File: src/rtl/mul_ctrl.sv
// mul_ctrl: control sequencer for the M-extension multiply unit.
//
// It accepts one multiply request from the EX stage and decodes funct3 into
// the multiplier's word select and operand signedness. It holds the
// registered operands and the enable for the duration of the operation,
// then returns the result as a one-cycle writeback strobe. A flush, a reset
// or a multiplier that never answers aborts the operation without any
// writeback; the timeout case also raises a sticky error flag.
//
// Ports
//   clk, rst_n              clock; synchronous active-low reset
//   req_valid/req_ready     request handshake from the EX stage
//   req_funct3              0=MUL 1=MULH 2=MULHSU 3=MULHU
//   req_rs1, req_rs2, req_rd  source operands and destination register
//   flush                   pipeline flush; aborts any operation
//   stall_req               freeze upstream pipeline
//   ex_is_mul_inst          multiplier enable (registered, high exactly in BUSY)
//   ex_word_sel             1 selects product bits 63:32, 0 bits 31:0
//   ex_sign_extend          00 unsigned*unsigned, 01 signed*signed,
//                           10 signed rs1 * unsigned rs2
//   m1, m2                  registered multiplier operands
//   mul_done, mul_res       multiplier result strobe and value
//   wb_valid, wb_rd, wb_data  one-cycle writeback; rd/data hold otherwise
//   timeout_err             sticky, cleared only by reset
//   dbg_state               current FSM state (00 IDLE, 01 BUSY, 10 DONE)
//
// Handshake: a request transfers on a rising edge where
// req_valid & req_ready & ~flush is high. req_ready depends only on the FSM
// state, never on req_valid. A flush in the same cycle blocks the transfer.
module mul_ctrl #(
  parameter int TIMEOUT = 8,
  parameter int XLEN    = 32
) (
  input  logic            clk,
  input  logic            rst_n,
  input  logic            req_valid,
  input  logic [1:0]      req_funct3,
  input  logic [XLEN-1:0] req_rs1,
  input  logic [XLEN-1:0] req_rs2,
  input  logic [4:0]      req_rd,
  input  logic            flush,
  output logic            req_ready,
  output logic            stall_req,
  output logic            ex_is_mul_inst,
  output logic            ex_word_sel,
  output logic [XLEN-1:0] m1,
  output logic [XLEN-1:0] m2,
  output logic [1:0]      ex_sign_extend,
  input  logic            mul_done,
  input  logic [XLEN-1:0] mul_res,
  output logic            wb_valid,
  output logic [4:0]      wb_rd,
  output logic [XLEN-1:0] wb_data,
  output logic            timeout_err,
  output logic [1:0]      dbg_state
);

  localparam logic [1:0] S_IDLE = 2'b00;
  localparam logic [1:0] S_BUSY = 2'b01;
  localparam logic [1:0] S_DONE = 2'b10;

  localparam logic       WORD_LOW  = 1'b0;
  localparam logic       WORD_HIGH = 1'b1;

  localparam logic [1:0] SE_UU = 2'b00;
  localparam logic [1:0] SE_SS = 2'b01;
  localparam logic [1:0] SE_US = 2'b10;

  localparam int CW = $clog2(TIMEOUT + 1);

  logic [1:0]    state_q;
  logic [1:0]    state_d;
  logic [CW-1:0] cnt_q;
  logic [4:0]    rd_q;
  logic          accept;
  logic          timeout_hit;
  logic          result_hit;
  logic          dec_word_sel;
  logic [1:0]    dec_sign;

  assign req_ready = (state_q != S_BUSY);
  assign accept    = req_valid & req_ready & ~flush;
  assign stall_req = (state_q == S_BUSY) | (req_valid & ~flush);
  assign dbg_state = state_q;

  always_comb begin
    dec_word_sel = WORD_HIGH;
    dec_sign     = SE_SS;
    case (req_funct3)
      2'd0: begin dec_word_sel = WORD_LOW;  dec_sign = SE_SS; end
      2'd1: begin dec_word_sel = WORD_HIGH; dec_sign = SE_SS; end
      2'd2: begin dec_word_sel = WORD_HIGH; dec_sign = SE_US; end
      default: begin dec_word_sel = WORD_HIGH; dec_sign = SE_UU; end
    endcase
  end

  // Flush beats a simultaneous mul_done; mul_done beats a simultaneous
  // timeout, so a result arriving in the last allowed cycle is still taken.
  always_comb begin
    state_d     = state_q;
    timeout_hit = 1'b0;
    result_hit  = 1'b0;
    case (state_q)
      S_IDLE: if (accept) state_d = S_BUSY;
      S_BUSY: begin
        if (flush) begin
          state_d = S_IDLE;
        end else if (mul_done) begin
          state_d    = S_DONE;
          result_hit = 1'b1;
        end else if (cnt_q + CW'(1) == CW'(TIMEOUT)) begin
          state_d     = S_IDLE;
          timeout_hit = 1'b1;
        end
      end
      S_DONE: state_d = accept ? S_BUSY : S_IDLE;
      default: state_d = S_IDLE;
    endcase
  end

  always_ff @(posedge clk) begin
    if (!rst_n) begin
      state_q        <= S_IDLE;
      cnt_q          <= '0;
      rd_q           <= '0;
      ex_is_mul_inst <= 1'b0;
      ex_word_sel    <= WORD_LOW;
      ex_sign_extend <= SE_UU;
      m1             <= '0;
      m2             <= '0;
      wb_valid       <= 1'b0;
      wb_rd          <= '0;
      wb_data        <= '0;
      timeout_err    <= 1'b0;
    end else begin
      state_q        <= state_d;
      ex_is_mul_inst <= (state_d == S_BUSY);
      wb_valid       <= result_hit;
      timeout_err    <= timeout_err | timeout_hit;

      // Counter holds the number of BUSY cycles already completed.
      if (accept) begin
        cnt_q          <= '0;
        rd_q           <= req_rd;
        m1             <= req_rs1;
        m2             <= req_rs2;
        ex_word_sel    <= dec_word_sel;
        ex_sign_extend <= dec_sign;
      end else if (state_q == S_BUSY) begin
        cnt_q <= cnt_q + CW'(1);
      end

      if (result_hit) begin
        wb_data <= mul_res;
        wb_rd   <= rd_q;
      end
    end
  end

endmodule

File: config.mk
export PLATFORM = sky130hd
export DESIGN_NAME = mul_ctrl
export DESIGN_NICKNAME = d
export VERILOG_FILES = /design/src/rtl/mul_ctrl.sv
export SDC_FILE = /design/constraint.sdc
export NUM_CORES = 1
export LEC_CHECK = 0
export CORE_ASPECT_RATIO = 1.25
export CORE_UTILIZATION = 41
export CTS_CLUSTER_DIAMETER = 80
export DETAILED_ROUTE_END_ITERATION = 10
export GPL_ROUTABILITY_DRIVEN = 1
export PLACE_DENSITY = 0.8
export SKIP_LAST_GASP = 1
export SLEW_MARGIN = 20
export SYNTH_ARGS = -nofsm -noshare
export SYNTH_HDL_FRONTEND = slang
export SYNTH_SLANG_ARGS = --single-unit
File: constraint.sdc
create_clock -name clk -period 1.88 [get_ports clk]
set_input_delay 0.564 -clock clk [delete_from_list [all_inputs] [get_ports clk]]
set_output_delay 0.564 -clock clk [all_outputs]
set_load 0.02 [all_outputs]
* Word level (Yosys, flattened, before mapping)
Cells that the tools add are included.
Operators by class: magnitude comparators 0, div/mod/pow operators 0, shifts and indexed selects 0, bitwise operators 7, reductions and logical operators 4, multiplexer cells 15, add/sub/neg operators 1, multiply operators 0, equal/unequal tests 7
Operator list (count):
- $mux 1 | 9
- $mux 2 | 4
- $eq 2x1->1 const B | 3
- $pmux 2 s3 | 1
- $add 4x1->4 const B | 1
- $eq 2x2->1 const B | 2
- $eq 4x4->1 const B | 1
- $logic_not 2->1 | 2
- $pmux 2 s2 | 1
- $reduce_or 2->1 | 2
- $and 1x1->1 | 3
- $ne 2x1->1 const B | 1
- $not 1->1 | 2
- $or 1x1->1 | 2
Word-level totals: bits in read-only memories 0, bits in registers 118, memories kept 0, latch bits 0, memory bits (writable) 0, word-level logic and storage cells 46

* Longest topological paths before layout
word-level depth 7, mapped depth 7

* Worst setup path before layout
OpenSTA, ideal clock, no wires.
kind flip-flop to output port, start reg state_q[1], in the netlist dbg_state[1], end out stall_req, data required time 1.316 ns, cell stages (with the launch flop) 6, path slack 0.003 ns, arrival time 1.313 ns, cell sequence dfxtp_1 and2b_1 buf_6 inv_2 buf_2 nand2_1
On the way: cells in the longest elaborated chain, start to end 2
RTL lines:
- start: declaration | RTL line 71 | logic [1:0] state_q;
- start signal: assignment | RTL line 136 | state_q <= state_d;
- $eq 2x1->1 | RTL line 83 | assign stall_req = (state_q == S_BUSY) | (req_valid & ~flush);
- $or 1x1->1 | RTL line 83
- end: declaration | RTL line 43 | output logic stall_req,
Every way passes these cells.

* Worst setup path in the final report
start in req_valid, end out stall_req
On the way: cells in the longest elaborated chain, start to end 2
RTL lines:
- start: declaration | RTL line 36 | input logic req_valid,
- $and 1x1->1 | RTL line 83
- $or 1x1->1 | RTL line 83
Every way passes these cells.

==> reports/qor.txt <==
Largest net degree at the start of global routing -> 87
RSZ-0062 raised after global routing -> true
Remaining DRCs -> 0
Failing checks -> negative setup slack
Worst path depth -> 4
Ports -> 219
Maximum VDD drop -> 0.6308 mV
CP max FO -> 2
Full die area -> 11720 um^2
Hold Violations, Final -> 0
Commonest non-fill, non-tap cells in the layout -> 118 x dfxtp_1, 108 x dlygate4sd2_1, 105 x clkdlybuf4s50_1
Fin crit share -> 1.017
YS warnings -> 0
Final min period -> 1.911 ns
DRT Pass-1 Iters -> 4
Post-route cell area -> 7497 um^2
CTS max path bufs -> 2
Min-Delay Path Class -> flop to flop
Core Area -> 11030 um^2
CTS root buffer -> clkbuf_16
Hold Path Cell Cnt -> 2
Fin cells -> 882
Top Family by Delay on Critical Path -> buffers and inverters
Worst Path Required -> 1.32 ns
Routed vias -> 4649
Yosys top cell area share -> 0.5105
Status -> complete, but fails checks
Slew @ Worst Pin -> 0.4446 ns
Cell area after synthesis -> 4627 um^2
Startpoint types -> input pin
Distinct cell type count after synthesis -> 30
Max-cap violations -> 0
# clock sinks -> 118
Slowest stage delay, CP -> 0.52 ns
Fill cells -> 934
WL per Instance -> 15.56 um
Dpl cell area -> 6964 um^2
Routed WL -> 13730 um
Lkg Pwr -> 3.174 nW
Final core occ -> 0.6798
Worst r2r path cells -> 5
PwrDens -> 921.0 nW/um^2
Final slew viol count -> 0
CTS tree -> built
Final HPWL DP -> 9352 um
Number of buffers created by CTS -> 17
Vias per cell -> 5.271
Critical Path End Type -> output pin
Slew HR -> 0.7004
FF+latch count, synth -> 118
Routability cong. -> 0.7759
R2R setup slack -> 0.15 ns
# port buffers -> 218
Placed Instances -> 850
Syn nets -> 639
Buf/Inv on CP -> 2
Commonest non-fill, non-tap cell in the layout -> dfxtp_1
First-pass GRT wire length -> 21920 um
Arr. time, crit path -> 1.35 ns
Synthesized instance count -> 530
Final Setup Violations -> 1
Max Fclk -> 0.5232 GHz
Cell taking the most area after synthesis -> dfxtp_1
Syn Area/Cell -> 8.730 um^2
CTS clk-pin slew, worst paths -> 0.05 ns
GRT Util Overall -> 0.2330
Slowest cell on crit path -> clkdlybuf4s50_1
Total grt overflow -> 0
Layout area overhead -> 62.03%
Iter 0 DRT Violations -> 280
Layout Skew -> 0.008471 ns
Chip Height -> 120.8 um
Sequential area share after synthesis -> 0.5105
Top area cells in the synthesized netlist -> dfxtp_1 51%, a21boi_0 16%, nand3_1 7.8%, o21ai_0 7.8%, nand2_1 6.5%
Setup ws final -> -0.03134 ns
Clock Latency Late Sink -> 0.40 ns
N_diodes -> 0
Final ANT Viol Nets -> 0
Die width -> 97.02 um
Critical path class -> input pin to output pin
Cells along the critical path -> clkdlybuf4s50_1 -> nand2b_4 -> nand2_1 -> buf_4
Setup Buffers After CTS -> 0
Number of global-route vias before repair -> 4514
Nets@finish -> 843
Site row count -> 43
Initial antenna violation count -> 0
Starting Density -> 0.4195
H-tree level count -> 4
Share of layout cells above drive strength 1 -> 0.07631
==> layout make-up <==
class / instances / area [um^2] / share of cell area
tap: 135 / 168.9 / 0.02253
timing repair buffer: 237 / 2263 / 0.3019
clock inverter: 12 / 200.2 / 0.02670
sequential: 118 / 2362 / 0.3151
multi-input combinational: 359 / 2052 / 0.2737
inverter: 1 / 3.754 / 0.0005007
clock buffer: 20 / 446.7 / 0.05958
==> worst reg2reg max path, delay by kind of cell, from the launching register on <==
family	cells	cell delay (ns)
compound gates	2	0.54
buf+inv	2	0.48
flops	1	0.34
simple gates	1	0.24
==> metal layers <==
| metal | track usage | vias to the layer above | part of all wire | wire (um) |
|---|---|---|---|---|
| met5 | 0 | - | 0 | 0 |
| met4 | 0.09515 | 0 | 0.024 | 328 |
| met3 | 0.07052 | 26 | 0.063 | 863 |
| met2 | 0.4076 | 187 | 0.51 | 7026 |
| met1 | 0.2637 | 2192 | 0.40 | 5508 |
| li1 | - | 2244 | - | - |
==> through the flow <==
step | worst slack, ns | hold slack [ns] | TNS [ns] | total power, mW
2_1_floorplan | 0.003022 | 0.4273 | 0 | 3.018
3_3_place_gp | -0.5212 | 0.4309 | -16.62 | 3.480
3_5_place_dp | -0.5127 | 0.4439 | -20.71 | 3.499
4_1_cts | -0.1748 | 0.4509 | -0.2246 | 6.945
5_1_grt | -0.06777 | 0.4781 | -0.06777 | 7.128
6_report | -0.03134 | 0.4491 | -0.03134 | 6.905
==> state kept, by name (all words and copies together), names as in the netlist <==
| name | flops |
|---|---|
| cnt_q | 4 |
| dbg_state | 2 |
| ex_is_mul_inst | 1 |
| ex_sign_extend | 2 |
| ex_word_sel | 1 |
| m1 | 32 |
| m2 | 32 |
| rd_q | 5 |
| timeout_err | 1 |
| wb_data | 32 |
| wb_rd | 5 |
| wb_valid | 1 |
==> path summary, 6_finish.rpt <==
path / start / end
max: req_valid / stall_req
min: timeout_err$_SDFF_PN0_ / timeout_err$_SDFF_PN0_
max reg2reg: dbg_state[1]$_SDFF_PN0_ / cnt_q[3]$_SDFFE_PP0P_
min reg2reg: timeout_err$_SDFF_PN0_ / timeout_err$_SDFF_PN0_
==> timing repair <==
action / CTS / global route
resized for setup: 116 / 9
hold buffers: 0 / 0
endpoints found under the setup margin: 117 / 42
endpoints found under the hold margin: 0 / 0
==> power by group <==
group	switching [mW]	leakage (nW)	internal, mW	total, mW
Combinational	0.367	1.91	0.395	0.762
Clock	1.13	0.307	2.39	3.51
Sequential	0.0399	0.960	2.59	2.63
==> Yosys cell counts <==
cell	count
o311a_1	2
nand4bb_1	1
and2b_1	1
nand3b_1	1
buf_2	12
o32ai_1	1
nand2_1	80
a21boi_1	10
and4bb_2	1
nand4b_1	1
inv_2	1
dfxtp_1	118
buf_6	2
buf_1	9
nand3_1	72
o21ai_1	1
or4_1	2
and2_1	2
xor2_1	2
nor2_1	4
or3_1	1
nand2b_1	1
nor2b_1	1
ha_1	1
a21oi_1	2
o21ai_0	72
o211a_1	2
xnor2_1	1
a21boi_0	97
clkbuf_1	29
==> logic make-up (layout without fill, tap and decap cells) <==
logic type / Yosys count / in the layout / synth area share
buffers and inverters: 53 / 270 / 0.04948
and+or+nand+nor: 168 / 168 / 0.1663
AOI/OAI and AO/OA: 187 / 187 / 0.2653
adders and majority gates: 1 / 1 / 0.002704
DFF: 118 / 118 / 0.5105
xor gates and xnor gates: 3 / 3 / 0.005680
No activity file was read; power rests on OpenSTA's default activity.
